--- src/rtl/mdio_controller_if.sv ---
// Host/PHY-facing signal bundle of the MDIO station-management controller.
// The slave modport is the controller itself; master is the host plus the PHY return path.
interface mdio_controller_if;
    logic        mdio_start_i;
    logic [31:0] t_data_i;
    logic        mdio_in_i;
    logic        mdc_o;
    logic        mdio_out_o;
    logic        mdio_oe_o;
    logic [15:0] rd_data_o;
    logic        mdio_done_o;
    logic        busy_o;

    modport slave (
        input  mdio_start_i,
        input  t_data_i,
        input  mdio_in_i,
        output mdc_o,
        output mdio_out_o,
        output mdio_oe_o,
        output rd_data_o,
        output mdio_done_o,
        output busy_o
    );

    modport master (
        output mdio_start_i,
        output t_data_i,
        output mdio_in_i,
        input  mdc_o,
        input  mdio_out_o,
        input  mdio_oe_o,
        input  rd_data_o,
        input  mdio_done_o,
        input  busy_o
    );
endinterface

--- src/rtl/mdio_controller.sv ---
// MDIO station-management master: serializes a 32-bit frame on MDC/MDIO, captures 16-bit read data.
// Optional 32-bit all-ones preamble is compiled in with `define MDIO_PREAMBLE_EN.
module mdio_controller #(
    parameter int unsigned DIV = 2
) (
    input  logic             clk_i,
    input  logic             rst_i,
    mdio_controller_if.slave bus
);

    localparam int unsigned DW = (DIV > 1) ? $clog2(DIV) : 1;
    localparam logic [DW-1:0] DIV_LAST = DW'(DIV - 1);

`ifdef MDIO_PREAMBLE_EN
    typedef enum logic [1:0] {S_IDLE, S_PRE, S_FRAME, S_DONE} state_t;
    localparam state_t S_FIRST = S_PRE;
`else
    typedef enum logic [1:0] {S_IDLE, S_FRAME, S_DONE} state_t;
    localparam state_t S_FIRST = S_FRAME;
`endif

    state_t        state_q, state_d;
    logic [31:0]   sh_q, sh_d;
    logic [15:0]   cap_q, cap_d;
    logic [15:0]   rd_q, rd_d;
    logic [DW-1:0] div_q, div_d;
    logic [5:0]    bit_q, bit_d;
    logic          mdc_q, mdc_d;
    logic          oe_q, oe_d;
    logic          is_rd_q, is_rd_d;
    logic          phase_end;

    assign phase_end = (div_q == DIV_LAST);

    always_ff @(posedge clk_i or posedge rst_i) begin
        if (rst_i) begin
            state_q <= S_IDLE;
            sh_q    <= '0;
            cap_q   <= '0;
            rd_q    <= '0;
            div_q   <= '0;
            bit_q   <= '0;
            mdc_q   <= 1'b0;
            oe_q    <= 1'b0;
            is_rd_q <= 1'b0;
        end else begin
            state_q <= state_d;
            sh_q    <= sh_d;
            cap_q   <= cap_d;
            rd_q    <= rd_d;
            div_q   <= div_d;
            bit_q   <= bit_d;
            mdc_q   <= mdc_d;
            oe_q    <= oe_d;
            is_rd_q <= is_rd_d;
        end
    end

    always_comb begin
        state_d = state_q;
        sh_d    = sh_q;
        cap_d   = cap_q;
        rd_d    = rd_q;
        div_d   = div_q;
        bit_d   = bit_q;
        mdc_d   = mdc_q;
        oe_d    = oe_q;
        is_rd_d = is_rd_q;

        case (state_q)
            S_IDLE, S_DONE: begin
                mdc_d = 1'b0;
                oe_d  = 1'b0;
                div_d = '0;
                bit_d = '0;
                if (state_q == S_DONE) begin
                    state_d = S_IDLE;
                end
                // DONE deasserts BUSY, so a request landing there is taken immediately
                if (bus.mdio_start_i) begin
                    sh_d    = bus.t_data_i;
                    is_rd_d = (bus.t_data_i[29:28] == 2'b10);
                    cap_d   = '0;
                    oe_d    = 1'b1;
                    state_d = S_FIRST;
                end
            end

`ifdef MDIO_PREAMBLE_EN
            S_PRE: begin
                if (phase_end) begin
                    div_d = '0;
                    if (!mdc_q) begin
                        mdc_d = 1'b1;
                    end else begin
                        mdc_d = 1'b0;
                        bit_d = bit_q + 6'd1;
                        if (bit_q == 6'd31) begin
                            bit_d   = '0;
                            state_d = S_FRAME;
                        end
                    end
                end else begin
                    div_d = div_q + DW'(1);
                end
            end
`endif

            S_FRAME: begin
                if (phase_end) begin
                    div_d = '0;
                    if (!mdc_q) begin
                        // Rising MDC: sample the PHY during the 16 data bits of a read
                        mdc_d = 1'b1;
                        if (is_rd_q && (bit_q >= 6'd16)) begin
                            cap_d = {cap_q[14:0], bus.mdio_in_i};
                        end
                    end else begin
                        mdc_d = 1'b0;
                        sh_d  = {sh_q[30:0], 1'b0};
                        bit_d = bit_q + 6'd1;
                        // Reads release the line from bit 14 (first TA bit) onward
                        oe_d  = !(is_rd_q && (bit_q >= 6'd13));
                        if (bit_q == 6'd31) begin
                            state_d = S_DONE;
                            oe_d    = 1'b0;
                            bit_d   = '0;
                            if (is_rd_q) begin
                                rd_d = cap_q;
                            end
                        end
                    end
                end else begin
                    div_d = div_q + DW'(1);
                end
            end

            default: begin
                state_d = S_IDLE;
            end
        endcase
    end

`ifdef MDIO_PREAMBLE_EN
    assign bus.mdio_out_o = (state_q == S_PRE) ? 1'b1 : sh_q[31];
`else
    assign bus.mdio_out_o = sh_q[31];
`endif
    assign bus.mdc_o       = mdc_q;
    assign bus.mdio_oe_o   = oe_q;
    assign bus.rd_data_o   = rd_q;
    assign bus.mdio_done_o = (state_q == S_DONE);
    assign bus.busy_o      = (state_q != S_IDLE) && (state_q != S_DONE);

endmodule
--- src/flat_wrapper.sv ---
// flat-port wrapper written by rule: the top's interface ports become plain ports
module mdio_controller_flat 
#(
    parameter int unsigned DIV = 2
)
  (clk_i, rst_i, bus_mdio_start_i, bus_t_data_i, bus_mdio_in_i, bus_mdc_o, bus_mdio_out_o, bus_mdio_oe_o, bus_rd_data_o, bus_mdio_done_o, bus_busy_o);
  mdio_controller_if bus_i ();
  input  logic clk_i;
  input  logic rst_i;
  input wire logic [$bits(bus_i.mdio_start_i)-1:0] bus_mdio_start_i;
  input wire logic [$bits(bus_i.t_data_i)-1:0] bus_t_data_i;
  input wire logic [$bits(bus_i.mdio_in_i)-1:0] bus_mdio_in_i;
  output wire logic [$bits(bus_i.mdc_o)-1:0] bus_mdc_o;
  output wire logic [$bits(bus_i.mdio_out_o)-1:0] bus_mdio_out_o;
  output wire logic [$bits(bus_i.mdio_oe_o)-1:0] bus_mdio_oe_o;
  output wire logic [$bits(bus_i.rd_data_o)-1:0] bus_rd_data_o;
  output wire logic [$bits(bus_i.mdio_done_o)-1:0] bus_mdio_done_o;
  output wire logic [$bits(bus_i.busy_o)-1:0] bus_busy_o;
  assign bus_i.mdio_start_i = bus_mdio_start_i;
  assign bus_i.t_data_i = bus_t_data_i;
  assign bus_i.mdio_in_i = bus_mdio_in_i;
  assign bus_mdc_o = bus_i.mdc_o;
  assign bus_mdio_out_o = bus_i.mdio_out_o;
  assign bus_mdio_oe_o = bus_i.mdio_oe_o;
  assign bus_rd_data_o = bus_i.rd_data_o;
  assign bus_mdio_done_o = bus_i.mdio_done_o;
  assign bus_busy_o = bus_i.busy_o;
  mdio_controller #(.DIV(DIV)) u_core (.clk_i(clk_i), .rst_i(rst_i), .bus(bus_i));
endmodule
--- config.mk ---
export PLATFORM = sky130hd
export DESIGN_NAME = mdio_controller_flat
export DESIGN_NICKNAME = d
export VERILOG_FILES = /design/src/rtl/mdio_controller_if.sv /design/src/rtl/mdio_controller.sv /design/src/flat_wrapper.sv
export SDC_FILE = /design/constraint.sdc
export NUM_CORES = 1
export LEC_CHECK = 0
export ABC_AREA = 1
export CAP_MARGIN = 20
export CELL_PAD_IN_SITES_DETAIL_PLACEMENT = 0
export CELL_PAD_IN_SITES_GLOBAL_PLACEMENT = 1
export CORE_ASPECT_RATIO = 1.2
export CORE_MARGIN = 3
export CORE_UTILIZATION = 42
export CTS_CLUSTER_SIZE = 28
export DETAILED_ROUTE_END_ITERATION = 7
export GPL_TIMING_DRIVEN = 0
export PLACE_DENSITY_LB_ADDON = 0.25
export SYNTH_ARGS = -nofsm -noshare
export SYNTH_HDL_FRONTEND = slang
export SYNTH_SLANG_ARGS = --single-unit
--- constraint.sdc ---
create_clock -name clk_i -period 4.3 [get_ports clk_i]
set_input_delay 0.43 -clock clk_i [delete_from_list [all_inputs] [get_ports clk_i]]
set_output_delay 0.43 -clock clk_i [all_outputs]
set_load 0.05 [all_outputs]
==> results of run 1 <==
## cells by family after synthesis
family / count (synthesis) / share of synthesized area
adders and majority gates: 3 / 0.0105
AOI/OAI and AO/OA: 76 / 0.109
DFF: 76 / 0.532
and+or+nand+nor: 215 / 0.263
buffers and inverters: 71 / 0.0851
## power groups by stage
stage	clock network (uW)	logic, uW	registers, uW
after floorplan	0	10.7	728
after global placement	0	48.1	728
after detailed placement	0	52.0	728
after CTS	496	52.3	714
after global routing	528	55.6	714
final	479	50.5	714
## final timing paths
check                                    startpoint                       end  slack [ps]  cells past startpoint
hold / removal                                rst_i           u_core.cap_q[6]         440                      2
max in group asynchronous                     rst_i           u_core.sh_q[13]        3290                      3
setup reg to reg                    u_core.bit_q[0]  u_core.bus.rd_data_o[14]        2570                      6
hold reg to reg            u_core.bus.rd_data_o[15]  u_core.bus.rd_data_o[15]         470                      2
min in group clk_i         u_core.bus.rd_data_o[15]  u_core.bus.rd_data_o[15]         470                      2
setup / recovery                  u_core.state_q[1]           bus_mdio_done_o        2040                      3
## layout make-up
type	instances	area, um^2
Tap cell	114	143
Clock buffer	13	159
Timing Repair Buffer	57	588
Clock inverter	2	10.0
Fill cell	811	3720
Buffer	22	120
Sequential cell	76	1900
Multi-Input combinational cell	294	1370
Inverter	49	186
## state kept, by name (all words and copies together), names as in the netlist
register	flops
u_core.state_q	2
u_core.cap_q	16
u_core.bus.rd_data_o	16
u_core.div_q	1
u_core.bus.mdio_oe_o	1
u_core.bus.mdc_o	1
u_core.is_rd_q	1
u_core.bit_q	6
u_core.sh_q	32
## synth_stat cells
library cell               instances  area share
sky130_fd_sc_hd__a21oi_1           7      0.0098
sky130_fd_sc_hd__a31oi_1           1      0.0018
sky130_fd_sc_hd__buf_2             6      0.0084
sky130_fd_sc_hd__buf_4             4      0.0084
sky130_fd_sc_hd__buf_6             2      0.0063
sky130_fd_sc_hd__clkbuf_1         10       0.011
sky130_fd_sc_hd__dfrtp_1          76        0.53
sky130_fd_sc_hd__ha_1              3       0.011
sky130_fd_sc_hd__inv_1            47       0.049
sky130_fd_sc_hd__inv_2             2      0.0021
sky130_fd_sc_hd__nand2_1         150        0.16
sky130_fd_sc_hd__nand2_2           2      0.0035
sky130_fd_sc_hd__nand2_4           1      0.0032
sky130_fd_sc_hd__nand3_1          25       0.035
sky130_fd_sc_hd__nand3_4           1      0.0049
sky130_fd_sc_hd__nand3b_1          1      0.0021
sky130_fd_sc_hd__nand4_1          18       0.032
sky130_fd_sc_hd__nor2_1           13       0.014
sky130_fd_sc_hd__nor2_2            1      0.0018
sky130_fd_sc_hd__nor2_4            1      0.0032
sky130_fd_sc_hd__nor2_8            1      0.0056
sky130_fd_sc_hd__nor3_1            1      0.0014
sky130_fd_sc_hd__o211ai_1          1      0.0021
sky130_fd_sc_hd__o21ai_0          65       0.091
sky130_fd_sc_hd__o21ai_1           1      0.0014
sky130_fd_sc_hd__o21ai_2           1      0.0025
## critical path: cells and delay by family, from the launching register on
kind,cells,cell delay [ps]
and+or+nand+nor,1,100
DFF,1,470
buffers and inverters,2,920
## cell usage in the layout (no fill, tap or decap), types with 2 or more instances in the layout
master and instances:
sky130_fd_sc_hd__inv_1 46, sky130_fd_sc_hd__clkbuf_8 11, sky130_fd_sc_hd__nand2_2 2, sky130_fd_sc_hd__inv_2 2, sky130_fd_sc_hd__clkinv_2 2, sky130_fd_sc_hd__nand3_1 25, sky130_fd_sc_hd__a21oi_1 7, sky130_fd_sc_hd__nand4_1 18
sky130_fd_sc_hd__clkbuf_1 12, sky130_fd_sc_hd__dfrtp_1 76, sky130_fd_sc_hd__buf_2 6, sky130_fd_sc_hd__buf_6 2, sky130_fd_sc_hd__ha_1 3, sky130_fd_sc_hd__o21ai_0 65, sky130_fd_sc_hd__nand2_1 150, sky130_fd_sc_hd__clkdlybuf4s50_1 56
sky130_fd_sc_hd__buf_4 4, sky130_fd_sc_hd__nor2_1 13
## routing by layer
layer  wire (um)  up-vias
met3         261        7
met4         107        0
met2        3460       51
li1            -     1546
met1        3710     1446
met5           0        -
## per-stage QoR
| stage | hold slack (ps) | cell area (um^2) | worst slack (ps) | cells |
|---|---|---|---|---|
| detailed placement | 457 | 4310 | 2300 | 612 |
| finish | 435 | 4470 | 2040 | 627 |
| global route | 471 | 4470 | 1910 | 627 |
| floorplan | 450 | 3570 | 1930 | 441 |
| CTS | 447 | 4470 | 2030 | 627 |
| global placement | 454 | 4280 | 629 | 611 |
==> results.txt, run 1 <==
----------------------------------------------------
[Outcome]
  Outcome ... complete, no violations

[Critical path]
  Biggest fanout along the worst timing path ... 6
  Critical-path cell list ... inv_1, nor2_1, clkdlybuf4s50_1
  Critical Path AT ... 1830 ps
  Critical Path End Type ... primary output
  Delay of the slowest cell on the worst path ... 800 ps
  Critical Setup Path Class ... reg -> out
  Required time reported for the critical path endpoint ... between 3000 and 4000 ps
  Kind of start point of the critical path ... flip-flop
  Slowest cell on the critical path ... sky130_fd_sc_hd__clkdlybuf4s50_1

[Global routing]
  Routing layer with the top usage in global route ... met2
  Initial antenna violation count ... 0
  Total global routing overflow ... 0
  GRT Overall Usage ... 0.168
  Vias in the first global route ... just under 3000
  Met1 track utilization from global routing ... 0.225
  GRT met2 Usage ... 0.264
  Routing usage on met3 ... 0.0323
  Global-route wire length before repair ... about 13000 um
  Pin count of the biggest net entering global routing ... 49

[Power and ir drop]
  Int Power ... 982 uW
  Switching power ... 262 uW
  Combinational power share ... 0.041
  Clock share of power ... 0.385
  Portion of total power attributed to sequential cells ... 0.575
  Overall power consumption ... 1240 uW
  Static Leak ... 0.00217 uW
  Peak VDD IR ... 0.195 mV
  Power per standard cell area ... around 280 nW/um^2
  Proportion of total power due to net switching ... 0.211

[Timing]
  Top achievable clock speed ... 443 MHz
  Worst clock skew on the final layout ... 4.53 ps
  Final worst path period need ... roughly 2300 ps
  Final count of hold timing violations ... 0
  Slew Limit Headroom ... 0.612
  Max Slew Vio Count ... 0
  Period Utilization, post-route ... 0.525
  Aggregate negative setup slack ... 0 ps
  Worst Tran Pin Value ... 579 ps
  Unrepaired setup endpoints after global routing ... false
  Final setup violation count ... 0

[Clocking]
  Total setup buffers inserted after CTS ... 0
  Cell chosen for the clock root ... sky130_fd_sc_hd__clkbuf_8
  TritonCTS Sinks ... 76
  CTS Hold Buffers Added ... 0
  TritonCTS clock tree ... done
  Clock H-tree levels ... 3
  Number of buffers on the longest clock path ... 2
  Number of instances resized during post-cts repair ... 0
  CTS Buf Count ... 9
  CTS clock-pin slew for the worst setup and hold paths ... 70 ps
  Source-to-sink clock delay at the later pin of the worst-skew pair ... 340 ps

[Yosys]
  Yosys warning total ... 0
  Sequential element share of the synthesized area ... 0.532
  Count of mapped cells out of synthesis ... approximately 440
  Synth Area per Inst ... 8.10 um^2
  Synthesized flop and latch total ... 76
  Syn Std Cell Area ... around 3600 um^2
  Net Count, Synth ... 480
  Library cells used by synthesis ... 26

[Routing]
  Via count normalized by instance count ... roughly 4.9
  First DRT Iteration DRCs ... 190
  DR vias ... between 3000 and 4000
  Remaining number of nets flagged by the antenna check after routing ... 0
  Final wirelength ... approximately 7500 um
  DRC violation count after routing ... 0
  Average wire per cell in the routed design ... 12.0 um
  Pre-antenna DRT Iters ... 6

[Finish]
  Area delta synth->final ... 25.3%
  Count of inserted antenna diode cells ... 0
  Net count, final ... 548
  Proportion of layout cells with a drive suffix above 1 ... 0.0721
  Post-layout utilization of the core ... 0.546

[Floorplanning]
  Area of the core ... 8200 um^2
  Die boundary height ... ~110 um
  Num ports ... 57
  Initial Util ... 0.436
  Die footprint ... around 9700 um^2
  Number of placement rows ... 36
  Die span in x ... 90.2 um

[Flow run]
  Max-cap viol count ... 0

[Placed design]
  Routability Congestion ... 0.782
  Count of port buffers added during placement ... 56
  Dpl hpwl ... 5380 um

[Hold path]
  Type of the most critical hold path ... in -> async

----------------------------------------------------
(Power assumes the default switching activity.)
==> run 2: changes to the inputs <==
--- a/config.mk
+++ b/config.mk
@@ -11,7 +11,7 @@
 export CELL_PAD_IN_SITES_GLOBAL_PLACEMENT = 1
 export CORE_ASPECT_RATIO = 1.2
 export CORE_MARGIN = 3
-export CORE_UTILIZATION = 42
+export CORE_UTILIZATION = 39
 export CTS_CLUSTER_SIZE = 28
 export DETAILED_ROUTE_END_ITERATION = 7
 export GPL_TIMING_DRIVEN = 0
==> constraint.sdc (replaced) <==
create_clock -name clk_i -period 2.15 [get_ports clk_i]
set_input_delay 0.215 -clock clk_i [delete_from_list [all_inputs] [get_ports clk_i]]
set_output_delay 0.215 -clock clk_i [all_outputs]
set_load 0.05 [all_outputs]
==> results.txt, run 2 (synthesis gave the netlist of run 1 again) <==
----------------------------------------------------
[Routing]
  Routed length on met3 ... 309 um (was 261 um)
  First DRT Iteration DRCs ... 169 (was 190)
  WL met2 ... 3740 um (was 3460 um)
  M1 wire length ... 3720 um (was 3710 um)
  Final wirelength ... 7880 um (was 7550 um)
  Highest metal layer used by the detailed router ... met4 (unchanged)
  DR vias ... 3060 (was 3050)
  Pre-antenna DRT Iters ... 6 (unchanged)
  Average wire per cell in the routed design ... 12.5 um (was 12.0 um)
  Remaining number of nets flagged by the antenna check after routing ... 0 (unchanged)
  Via count normalized by instance count ... 4.85 (was 4.86)
  DRC violation count after routing ... 0 (unchanged)

[Timing]
  Fin worst setup slack ... 90.3 ps (was 2040 ps)
  Slew Limit Headroom ... 0.452 (was 0.612)
  Max Slew Vio Count ... 0 (unchanged)
  Final count of hold timing violations ... 0 (unchanged)
  Final setup violation count ... 0 (unchanged)
  Period Utilization, post-route ... 0.958
  Final worst path period need ... 2060 ps
  Top achievable clock speed ... around 490 MHz
  Worst clock skew on the final layout ... 6.86 ps (was 4.53 ps)
  Worst Tran Pin Value ... 821 ps (was 579 ps)
  Unrepaired setup endpoints after global routing ... false (unchanged)
  Aggregate negative setup slack ... 0 ps (unchanged)

[Finish]
  Area delta synth->final ... 26.5% (was 25.3%)
  Net count, final ... 548 (unchanged)
  Commonest cells after routing, fill and taps aside ... 150 x sky130_fd_sc_hd__nand2_1, 76 x sky130_fd_sc_hd__dfrtp_1, 65 x sky130_fd_sc_hd__o21ai_0 (unchanged)
  Post-layout utilization of the core ... 0.516 (was 0.546)
  Summed area of non-filler cells in the final layout ... 4520 um^2 (was 4470 um^2)
  Proportion of layout cells with a drive suffix above 1 ... 0.0778 (was 0.0721)
  Number of flip-flops under the largest register name ... 32 (unchanged)
  Most common library cell in the layout ignoring fill and taps ... sky130_fd_sc_hd__nand2_1 (unchanged)
  Count of inserted antenna diode cells ... 0 (unchanged)
  Register containing the most flip-flops in the final layout ... u_core.sh_q (unchanged)

[Clocking]
  Number of buffers on the longest clock path ... 2 (unchanged)
  Cell chosen for the clock root ... sky130_fd_sc_hd__clkbuf_8 (unchanged)
  CTS Buf Count ... 9 (unchanged)
  CTS clock-pin slew for the worst setup and hold paths ... 70 ps (about the same)
  TritonCTS Sinks ... 76 (unchanged)
  Number of instances resized during post-cts repair ... 0 (unchanged)
  CTS Hold Buffers Added ... 0 (unchanged)
  Source-to-sink clock delay at the later pin of the worst-skew pair ... 350 ps (was 340 ps)
  Clock H-tree levels ... 3 (unchanged)
  TritonCTS clock tree ... done (unchanged)
  Total setup buffers inserted after CTS ... 0 (unchanged)

[Critical path]
  Biggest fanout along the worst timing path ... 6 (unchanged)
  Critical Path End Type ... primary output (unchanged)
  Critical Setup Path Class ... reg -> out (unchanged)
  Kind of start point of the critical path ... flip-flop (unchanged)
  Required time reported for the critical path endpoint ... 1930 ps (was 3870 ps)
  Critical Path AT ... 1840 ps (was 1830 ps)

[Global routing]
  Pin count of the biggest net entering global routing ... 41 (was 49)
  Global-route wire length before repair ... 13900 um (was 13200 um)
  GRT Overall Usage ... 0.163 (was 0.168)
  Initial antenna violation count ... 0 (unchanged)
  Total global routing overflow ... 0 (unchanged)
  Vias in the first global route ... 3080 (was 2919)

[Flow run]
  Max-cap viol count ... 0 (unchanged)

[Floorplanning]
  Die boundary height ... 111 um (was 107 um)
  Die span in x ... 93.4 um (was 90.2 um)
  Area of the core ... 8750 um^2 (was 8200 um^2)
  Die footprint ... 10300 um^2 (was 9650 um^2)
  Number of placement rows ... 37 (was 36)
  Num ports ... 57 (unchanged)
  Initial Util ... 0.408 (was 0.436)

[Placed design]
  Placement Setup Slack ... 341 ps (was 2300 ps)
  Dpl hpwl ... 5490 um (was 5380 um)
  Placed instance area ... 4300 um^2 (was 4310 um^2)
  Routability Congestion ... 0.837 (was 0.782)
  Count of port buffers added during placement ... 56 (unchanged)

[Power and ir drop]
  Power per standard cell area ... 601 nW/um^2 (was 278 nW/um^2)
  Static Leak ... 0.00218 uW (was 0.00217 uW)
  Peak VDD IR ... 0.288 mV (was 0.195 mV)

[Hold path]
  Type of the most critical hold path ... in -> async (unchanged)

[Outcome]
  Outcome ... complete, no violations (unchanged)

----------------------------------------------------
[run 2: changes by cell type in the layout (fill, tap and decap cells not counted)]
cell	previous run	this run
sky130_fd_sc_hd__bufinv_16	0	2
sky130_fd_sc_hd__inv_4	1	0
sky130_fd_sc_hd__clkinv_2	2	3
sky130_fd_sc_hd__clkbuf_1	12	10
sky130_fd_sc_hd__clkbuf_8	11	9
sky130_fd_sc_hd__clkinvlp_4	0	2
sky130_fd_sc_hd__clkinv_4	0	1
sky130_fd_sc_hd__buf_12	0	1
sky130_fd_sc_hd__buf_16	1	0
[run 2: cell type report]
type,instances,area [um^2]
Timing Repair Buffer,57,581
Tap cell,117,146
Clock inverter,7,91.3
Buffer,22,120
Sequential cell,76,1900
Fill cell,858,4230
Clock buffer,9,124
Inverter,49,188
Multi-Input combinational cell,294,1370
[run 2: per-layer routing]
| layer | global-route usage | vias to the layer above |
|---|---|---|
| met3 | 0.0333 | 10 |
| met4 | 0.0469 | 0 |
| met2 | 0.273 | 55 |
| met1 | 0.211 | 1449 |
| met5 | 0 | - |
| li1 | - | 1546 |
[run 2: power breakdown]
group	internal, uW	switching (uW)
sequential	1430	0
combinational	59.6	39.0
clock	649	539
total	2140	578
[run 2: through the flow]
| stage | power (uW) | hold WS (ps) | std cells |
|---|---|---|---|
| 2_1_floorplan | 1480 | 336 | 441 |
| 3_3_place_gp | 1550 | 453 | 614 |
| 3_5_place_dp | 1560 | 458 | 615 |
| 4_1_cts | 2740 | 404 | 631 |
| 5_1_grt | 2820 | 437 | 631 |
| 6_report | 2710 | 376 | 631 |
[run 2: final timing paths]
check                                             start                      end  slack, ps  depth (start not counted)
worst min register to register  u_core.bus.rd_data_o[4]  u_core.bus.rd_data_o[4]        470                          2
worst max register to register          u_core.bit_q[1]  u_core.bus.rd_data_o[6]        390                          6
worst max-delay path                  u_core.state_q[1]          bus_mdio_done_o         90                          3
min in group clk_i                        bus_mdio_in_i          u_core.cap_q[0]        450                          3
max in group asynchronous                         rst_i          u_core.sh_q[22]       1120                          3
worst min-delay path                              rst_i          u_core.sh_q[18]        380                          2
[run 2: critical path, cell delays in order, from the launching register on]
cell	delay (ps)
sky130_fd_sc_hd__dfrtp_1	480
sky130_fd_sc_hd__inv_1	110
sky130_fd_sc_hd__nor2_1	100
sky130_fd_sc_hd__clkdlybuf4s50_1	810
